`config.mk`:
```
export PLATFORM = sky130hd
export DESIGN_NAME = muxn_pipe
export DESIGN_NICKNAME = d
export VERILOG_FILES = /design/src/rtl/muxn_pipe.sv
export SDC_FILE = /design/constraint.sdc
export NUM_CORES = 1
export LEC_CHECK = 0
export CAP_MARGIN = 20
export CORE_MARGIN = 2
export CORE_UTILIZATION = 40
export DETAILED_ROUTE_END_ITERATION = 10
export GPL_TIMING_DRIVEN = 0
export HOLD_SLACK_MARGIN = 0.02
export PLACE_DENSITY = 0.72
export SYNTH_ARGS = -nofsm -noshare
export SYNTH_HDL_FRONTEND = slang
export SYNTH_SLANG_ARGS = --single-unit
```
`constraint.sdc`:
```
create_clock -name clk -period 3.15 [get_ports clk]
set_input_delay 0.63 -clock clk [delete_from_list [all_inputs] [get_ports clk]]
set_output_delay 0.63 -clock clk [all_outputs]
set_load 0.005 [all_outputs]
```
`src/rtl/muxn_pipe.sv`:
```
// muxn_pipe
// N-input, WIDTH-bit select stage with valid/ready flow control.
// With PIPE=1 the selected beat is registered into a main register backed
// by a one-entry skid register, so in_ready comes straight from a flop and
// the stage still sustains one beat per cycle under back-pressure.
// With PIPE=0 the stage is a purely combinational N-way select.
//
// Ports
//   clk        clock, all state changes on the rising edge
//   rst        synchronous active-high reset
//   in_data    packed inputs, input k at [k*WIDTH +: WIDTH]
//   in_sel     binary select, sampled together with in_data
//   in_valid   upstream beat present
//   in_ready   stage accepts a beat this cycle
//   flush      discard every beat held in the stage
//   out_data   selected data
//   out_sel    select value that produced out_data
//   out_err    in_sel was out of range for this beat
//   out_valid  output beat present
//   out_ready  downstream accepts
module muxn_pipe #(
   parameter int WIDTH  = 8,
   parameter int NUM_IN = 4,
   parameter int PIPE   = 1,
   localparam int SEL_W = (NUM_IN > 2) ? $clog2(NUM_IN) : 1
) (
   input  logic                    clk,
   input  logic                    rst,
   input  logic [NUM_IN*WIDTH-1:0] in_data,
   input  logic [SEL_W-1:0]        in_sel,
   input  logic                    in_valid,
   output logic                    in_ready,
   input  logic                    flush,
   output logic [WIDTH-1:0]        out_data,
   output logic [SEL_W-1:0]        out_sel,
   output logic                    out_err,
   output logic                    out_valid,
   input  logic                    out_ready
);

   logic [WIDTH-1:0] selData;
   logic             selErr;

   // The N-way select. An out-of-range select yields zero data and raises
   // the error flag; the beat itself still travels through the stage so the
   // consumer sees the error alongside the select that caused it.
   always_comb begin
      selData = '0;
      selErr  = 1'b1;
      for (int k = 0; k < NUM_IN; k++) begin
         if (in_sel == SEL_W'(k)) begin
            selData = in_data[k*WIDTH +: WIDTH];
            selErr  = 1'b0;
         end
      end
   end

   if (PIPE != 0) begin : gPipe
      // Occupancy of the stage: main register only, or main plus skid.
      typedef enum logic [1:0] {
         EMPTY = 2'b00,
         ONE   = 2'b01,
         FULL  = 2'b11
      } stateT;

      stateT            state_q, state_d;
      logic [WIDTH-1:0] mData_q, mData_d, sData_q, sData_d;
      logic [SEL_W-1:0] mSel_q, mSel_d, sSel_q, sSel_d;
      logic             mErr_q, mErr_d, sErr_q, sErr_d;
      logic             inXfer, outXfer;

      // in_ready depends only on the registered state, never on out_ready,
      // which is what lets this stage break the ready timing path.
      assign inXfer  = in_valid && (state_q != FULL);
      assign outXfer = (state_q != EMPTY) && out_ready;

      // Next-state logic. Registers hold by default and only load on a
      // transfer; a flush empties the stage and drops whatever was offered
      // in the same cycle. When a beat arrives while the main register is
      // stalled it parks in the skid register and is promoted on the next
      // output transfer, so no bubble appears when out_ready rises.
      always_comb begin
         state_d = state_q;
         mData_d = mData_q;
         mSel_d  = mSel_q;
         mErr_d  = mErr_q;
         sData_d = sData_q;
         sSel_d  = sSel_q;
         sErr_d  = sErr_q;
         if (flush) begin
            state_d = EMPTY;
         end else begin
            case (state_q)
               EMPTY: begin
                  if (inXfer) begin
                     mData_d = selData;
                     mSel_d  = in_sel;
                     mErr_d  = selErr;
                     state_d = ONE;
                  end
               end
               ONE: begin
                  if (outXfer && inXfer) begin
                     mData_d = selData;
                     mSel_d  = in_sel;
                     mErr_d  = selErr;
                  end else if (outXfer) begin
                     state_d = EMPTY;
                  end else if (inXfer) begin
                     sData_d = selData;
                     sSel_d  = in_sel;
                     sErr_d  = selErr;
                     state_d = FULL;
                  end
               end
               FULL: begin
                  if (outXfer) begin
                     mData_d = sData_q;
                     mSel_d  = sSel_q;
                     mErr_d  = sErr_q;
                     state_d = ONE;
                  end
               end
               default: begin
                  state_d = EMPTY;
               end
            endcase
         end
      end

      // State register. Reset empties the stage and zeroes both data
      // registers so out_* read as zero straight after reset.
      always_ff @(posedge clk) begin
         if (rst) begin
            state_q <= EMPTY;
            mData_q <= '0;
            mSel_q  <= '0;
            mErr_q  <= 1'b0;
            sData_q <= '0;
            sSel_q  <= '0;
            sErr_q  <= 1'b0;
         end else begin
            state_q <= state_d;
            mData_q <= mData_d;
            mSel_q  <= mSel_d;
            mErr_q  <= mErr_d;
            sData_q <= sData_d;
            sSel_q  <= sSel_d;
            sErr_q  <= sErr_d;
         end
      end

      assign in_ready  = (state_q != FULL);
      assign out_valid = (state_q != EMPTY);
      assign out_data  = mData_q;
      assign out_sel   = mSel_q;
      assign out_err   = mErr_q;
   end else begin : gComb
      // Combinational passthrough: no state, ready flows straight upstream.
      assign in_ready  = out_ready;
      assign out_valid = in_valid && !flush;
      assign out_data  = selData;
      assign out_sel   = in_sel;
      assign out_err   = selErr;
   end

endmodule

```
==> reports/results.tsv, run 1 <==
stage	metric	value	unit
critical_path	required	2.52	ns
final_layout	register_area	480	µm²
logic_synthesis	synth_edf_count	0	
sta	fin_skew	0.0128	ns
status	outcome	finished clean	
place	dpl_cell_area	2090	µm²
route	dr.pass1.iters	4	
sta	min_period	2.50	ns
critical_path	cpPeakStageDelay	0.46	ns
logic_synthesis	synth_top_cell_by_area	dfxtp_1	
clock_network	cts_inserted_buffers	3	
clock_network	clock_latency	0.28	ns
logic_synthesis	synth_area_leaders	dfxtp_1 (31%), mux2i_1 (16%), a221o_1 (5.2%)	
clock_network	htree_levels	1	
final_layout	area_delta_synth_final	39.2	%
final_layout	mostFrequentLayoutCell	clkdlybuf4s50_1	
grt	grt_pass1_wl	6.49	mm
sta	relSlewSlack	58.3	%
pwr	power_density	348	nW/µm²
clock_network	clockBufferDepth	2	
die	die_y	66.1	µm
final_layout	final_cell_mix	clkdlybuf4s50_1 (49), mux2i_1 (25), dfxtp_1 (24)	
place	hpwl	3.01	mm
critical_path	worstSetupStartpointType	flip-flop	
pwr	power.total	747	µW
final_layout	fillers	346	
sta	finalCritPeriodShare	79.2	%
route	drt_wl_total	4.08	mm
grt	grt_use_total	19.2	%
clock_network	cts_resized	0	
route	ant_nets	0	
critical_path	arrival	1.87	ns
sta	finalSetupTns	0	ns
logic_synthesis	synth_top_area_share	31.1	%
logic_synthesis	synth_area	1540	µm²
logic_synthesis	ys.flop_type	dfxtp_1	
grt	antenna_found_initial	0	
sta	finalSetupViolCount	0	
grt	grt_pass1_vias	1404	
critical_path	crit_type	reg2out	
sta	clock.fmax	401	MHz
critical_path	worstRegToRegCells	7	
logic_synthesis	ys_async_sr_fraction	0	%
route	detail_route.vias_per_cell	5.46	
clock_network	cts_tree	yes	
hold_path	holdPathStages	2	
critical_path	critPathSlowestCell	clkdlybuf4s50_1	
sta	hold_viol_final	0	
sta	report.final.slew_viol_count	0	
pwr	power_leakage	0.000892	µW
logic_synthesis	ys.warnings.count	0	
grt	grt_start_max_net_pins	14	
die	coreArea	3690	µm²
clock_network	post_cts_buffers	0	
hold_path	worstHoldPathType	reg2reg	
critical_path	path_cells	ha_1 > buf_2 > inv_1 > clkdlybuf4s50_1	
sta	worst_hold_slack	0.460	ns
grt	overflow	0	
final_layout	multi_input_area	945	µm²
route	vias	1541	
route	drt-initial-drc-count	64	
logic_synthesis	synth.net_count	224	
route	drt_drc_violations_left	0	
route	wl_per_cell	14.5	µm
clock_network	root_buffer	clkbuf_8	
place	io_buffers	49	
place	gp_congestion	0.864	
sta	worst_pin_slew	0.623	ns
logic_synthesis	syn_inst	181	
sta	rsz0062_at_grt	false	
logic_synthesis	yosysUniqueCellTypes	32	
run	maxCapViolCount	0	
final_layout	insertedDiodeCount	0	
critical_path	cp-end-kind	output pin	
final_layout	final_area	2150	µm²
clock_network	cts.reportedPaths.clkPinSlew	0.08	ns
final_layout	drive_gt1_share	6.41	%
clock_network	postCtsHoldBufs	0	
final_layout	final_util	58.3	%
final_layout	layout.nets	278	
die	placementRows	22	
logic_synthesis	ys_ff_latch	24	
die	die_area	4370	µm²
die	start_util	41.9	%
pwr	ir_drop	0.267	mV
logic_synthesis	synth.avg_cell_area	8.53	µm²
clock_network	cts.sinks	24	
die	dieWidth	66.1	µm
die	ios	52	
logic_synthesis	synth_seq_area_share	31.1	%
critical_path	crit_fanout	10	
-- cell families after synthesis --
group / after synthesis / synth area share (%)
multiplexers: 31 / 20.6
buffers and inverters: 26 / 7.70
AND/OR/NAND/NOR: 53 / 16.9
AO/OA/AOI/OAI: 43 / 20.5
flip-flops: 24 / 31.1
adder cells (fa/ha/maj): 4 / 3.24
-- sequential cells by signal (all words and copies together), names as in the netlist --
name,flops
gPipe.sData_q,8
out_data,8
gPipe.sSel_q,2
gPipe.state_q,2
out_sel,2
gPipe.sErr_q,1
out_err,1
-- Yosys cell counts (2+ instances only) --
library cell,number
mux2i_1,25
dfxtp_1,24
nand2_1,17
nor2_1,14
inv_1,12
a21oi_1,10
clkbuf_1,9
nand2b_1,9
a221o_1,8
a31oi_1,7
a41oi_1,7
nor2b_1,6
mux2_2,5
ha_1,4
o21ai_0,3
a41o_1,2
buf_2,2
buf_6,2
nand3_1,2
-- worst max-delay path, delay by kind of cell (launching register included) --
kind	cells	cell delay (ns)
DFF	1	0.39
adders and majority gates	1	0.32
buffers and inverters	3	0.88
-- area by class of cell --
type | instances | area share (%)
tap | 48 | 2.79
timing repair buffer | 49 | 22.8
buffer | 14 | 3.43
clock buffer | 4 | 2.56
multi-input combinational | 131 | 43.9
inverter | 12 | 2.10
sequential | 24 | 22.4
-- routing by layer --
metal / GRT usage, % / wire [µm] / vias up / share of wire (%)
met4: 6.89 / 36 / 0 / 0.88
met1: 25.7 / 1820 / 700 / 45
li1: - / - / 755 / -
met2: 30.5 / 1810 / 83 / 44
met3: 3.92 / 411 / 3 / 10
met5: 0 / 0 / - / 0
-- path summary, 6_finish.rpt --
check	from	endpoint	slack (ns)
worst min register to register	out_data[2]$_SDFFE_PP0P_	out_data[2]$_SDFFE_PP0P_	0.46
worst max-delay path	gPipe.state_q[1]$_SDFFE_PP0P_	in_ready	0.65
worst max register to register	gPipe.state_q[0]$_SDFFE_PP0P_	gPipe.state_q[0]$_SDFFE_PP0P_	1.20
worst min-delay path	out_data[2]$_SDFFE_PP0P_	out_data[2]$_SDFFE_PP0P_	0.46
-- metrics by stage --
step	cells	worst slack (ns)
floorplan	181	1.43
global placement	278	0.750
detailed placement	278	0.751
CTS	282	0.657
global route	282	0.539
finish	282	0.655
-- power by group --
part / internal, µW / switching, µW
registers: 319 / 7.26
clock network: 112 / 107
logic: 114 / 87.7
total: 545 / 202
(Power assumes the default switching activity.)
==> run 2: changes to the inputs <==
--- a/config.mk
+++ b/config.mk
@@ -11,7 +11,7 @@
 export DETAILED_ROUTE_END_ITERATION = 10
 export GPL_TIMING_DRIVEN = 0
 export HOLD_SLACK_MARGIN = 0.02
-export PLACE_DENSITY = 0.72
+export PLACE_DENSITY = 0.74
 export SYNTH_ARGS = -nofsm -noshare
 export SYNTH_HDL_FRONTEND = slang
 export SYNTH_SLANG_ARGS = --single-unit
==> constraint.sdc (replaced) <==
create_clock -name clk -period 2.11 [get_ports clk]
set_input_delay 0.422 -clock clk [delete_from_list [all_inputs] [get_ports clk]]
set_output_delay 0.422 -clock clk [all_outputs]
set_load 0.005 [all_outputs]
==> run 2 against run 1 <==
  * Critical path depth unchanged
  * Clock skew down 0.0090 ns
  * Global-route usage up 0.81 points
  * Core utilization up 1.1 points
  * Flip-flop and latch count unchanged
  * Combinational power up 51%
  * Via count down 1.9%
  * Design area up 1.9%
==> reports/results.tsv, run 2 (synthesis results as in run 1) <==
stage	metric	value	unit	change
critical_path	crit_family	buffers and inverters		
grt	grt_use_total	20.0	%	+0.81 points
sta	worst_pin_slew	0.653	ns	+0.0303 ns
sta	clock.fmax	495	MHz	
die	ios	52		unchanged
status	outcome	finished clean		
critical_path	critPathSlowestCell	clkdlybuf4s50_1		
pwr	switching_share	25.0	%	-2.1 points
critical_path	crit_fanout	10		unchanged
critical_path	required	1.69	ns	-0.83 ns
critical_path	crit_type	reg2out		
final_layout	layout.nets	278		unchanged
clock_network	cts.sinks	24		unchanged
final_layout	drive_gt1_share	8.97	%	+2.6 points
final_layout	insertedDiodeCount	0		unchanged
pwr	pwr-share-seq	40.5	%	-3.1 points
clock_network	clock_latency	0.27	ns	about the same
sta	finalSetupViolCount	0		unchanged
grt	grt_pass1_vias	1484		+5.7%
sta	min_period	2.02	ns	
pwr	ir_drop	0.547	mV	+100%
hold_path	worstHoldPathType	reg2reg		
sta	report.final.slew_viol_count	0		unchanged
sta	hold_viol_final	0		unchanged
pwr	power.switching	301	µW	+49%
final_layout	area_delta_synth_final	41.9	%	
final_layout	multi_input_area	963	µm²	+2.0%
pwr	p_comb_share	25.4	%	-1.7 points
sta	worst_slack	0.0914	ns	-0.563 ns
place	io_buffers	49		unchanged
clock_network	cts_inserted_buffers	3		unchanged
critical_path	arrival	1.60	ns	-0.27 ns
final_layout	mostFrequentLayoutCell	clkdlybuf4s50_1		
final_layout	fillers	346		unchanged
die	dieWidth	66.1	µm	unchanged
clock_network	clockBufferDepth	2		unchanged
pwr	power_density	549	nW/µm²	+58%
grt	grt_pass1_wl	6.81	mm	+5.0%
grt	antenna_found_initial	0		unchanged
route	dr.pass1.iters	4		unchanged
die	die_y	66.1	µm	unchanged
pwr	power_leakage	0.000902	µW	+1.1%
sta	rsz0062_at_grt	false		
critical_path	rrSetupSlack	0.22	ns	-0.98 ns
critical_path	worstSetupStartpointType	flip-flop		
pwr	p_clk_share	34.1	%	+4.8 points
clock_network	root_buffer	clkbuf_8		
critical_path	path_cells	ha_4 > buf_4 > inv_2 > clkdlybuf4s50_1		
final_layout	final_cell_mix	clkdlybuf4s50_1 (49), mux2i_1 (25), dfxtp_1 (22)		
clock_network	cts_tree	yes		
route	detail_route.vias_per_cell	5.36		-1.9%
place	gp_congestion	0.815		-5.8%
die	die_area	4370	µm²	unchanged
place	place_ws	-0.118	ns	-0.869 ns
route	wl_per_cell	14.4	µm	-0.44%
die	start_util	41.9	%	unchanged
critical_path	cpPeakStageDelay	0.50	ns	+0.04 ns
clock_network	htree_levels	1		unchanged
route	drt_drc_violations_left	0		unchanged
sta	fin_skew	0.00374	ns	-0.00902 ns
final_layout	register_area	483	µm²	+0.52%
grt	grt_start_max_net_pins	15		+1
clock_network	cts_resized	3		+3
route	vias	1512		-1.9%
place	hpwl	2.95	mm	-1.9%
route	drt-initial-drc-count	47		-27%
clock_network	cts.reportedPaths.clkPinSlew	0.09	ns	about the same
sta	relSlewSlack	56.3	%	-2.0 points
sta	finalCritPeriodShare	95.7	%	
sta	finalSetupTns	0	ns	unchanged
route	drt_wl_total	4.06	mm	-0.44%
die	coreArea	3690	µm²	unchanged
run	maxCapViolCount	0		unchanged
critical_path	cp_num_buf_inv	3		unchanged
pwr	intPower	902	µW	+66%
grt	overflow	0		unchanged
critical_path	cp-end-kind	output pin		
clock_network	post_cts_buffers	0		unchanged
clock_network	postCtsHoldBufs	0		unchanged
route	ant_nets	0		unchanged
die	placementRows	22		unchanged
## run 2: final timing paths
kind	start	endpoint	cells past startpoint
worst max-delay path	gPipe.state_q[1]$_SDFFE_PP0P_	in_ready	4
worst min-delay path	out_sel[0]$_SDFFE_PP0P_	out_sel[0]$_SDFFE_PP0P_	2
worst max register to register	gPipe.state_q[0]$_SDFFE_PP0P_	out_data[5]$_SDFFE_PP0P_	7
worst min register to register	out_sel[0]$_SDFFE_PP0P_	out_sel[0]$_SDFFE_PP0P_	2
## run 2: tightest hold or removal path, cell delays in order, from the launching register on
cell and delay (ns):
dfxtp_1 0.32, nand2_1 0.05, mux2i_1 0.05
## run 2: area by class of cell
class / instances / share of cell area [%]
inverter: 12 / 2.06
multi-input combinational: 131 / 44.0
sequential: 24 / 22.0
clock buffer: 3 / 1.88
buffer: 14 / 3.54
timing repair buffer: 49 / 22.4
clock inverter: 1 / 1.37
tap: 48 / 2.74
## run 2: per-layer routing
layer	global-route usage (%)	up-vias	part of all wire, %	routed length [µm]
met5	0	-	0	0
met2	33.5	66	46	1880
li1	-	759	-	-
met1	25.3	681	45	1810
met4	7.14	0	1.5	59
met3	4.26	6	7.6	308
## run 2: through the flow
step / total power, µW / hold WS (ns) / area, µm² / utilization, % / instances
floorplan: 654 / 0.445 / 1540 / - / 181
global placement: 796 / 0.441 / 2090 / 56.8 / 278
detailed placement: 798 / 0.446 / 2090 / 56.8 / 278
CTS: 1210 / 0.461 / 2180 / 59.1 / 282
global route: 1260 / 0.484 / 2190 / 59.4 / 282
finish: 1200 / 0.456 / 2190 / 59.4 / 282
## run 2: power by group through the flow
stage          combinational, µW  sequential [µW]  clock (µW)
5_1_grt                      334              491         435
4_1_cts                      303              487         419
3_5_place_dp                 301              497           0
3_3_place_gp                 299              496           0
6_report                     305              487         411
2_1_floorplan                156              498           0
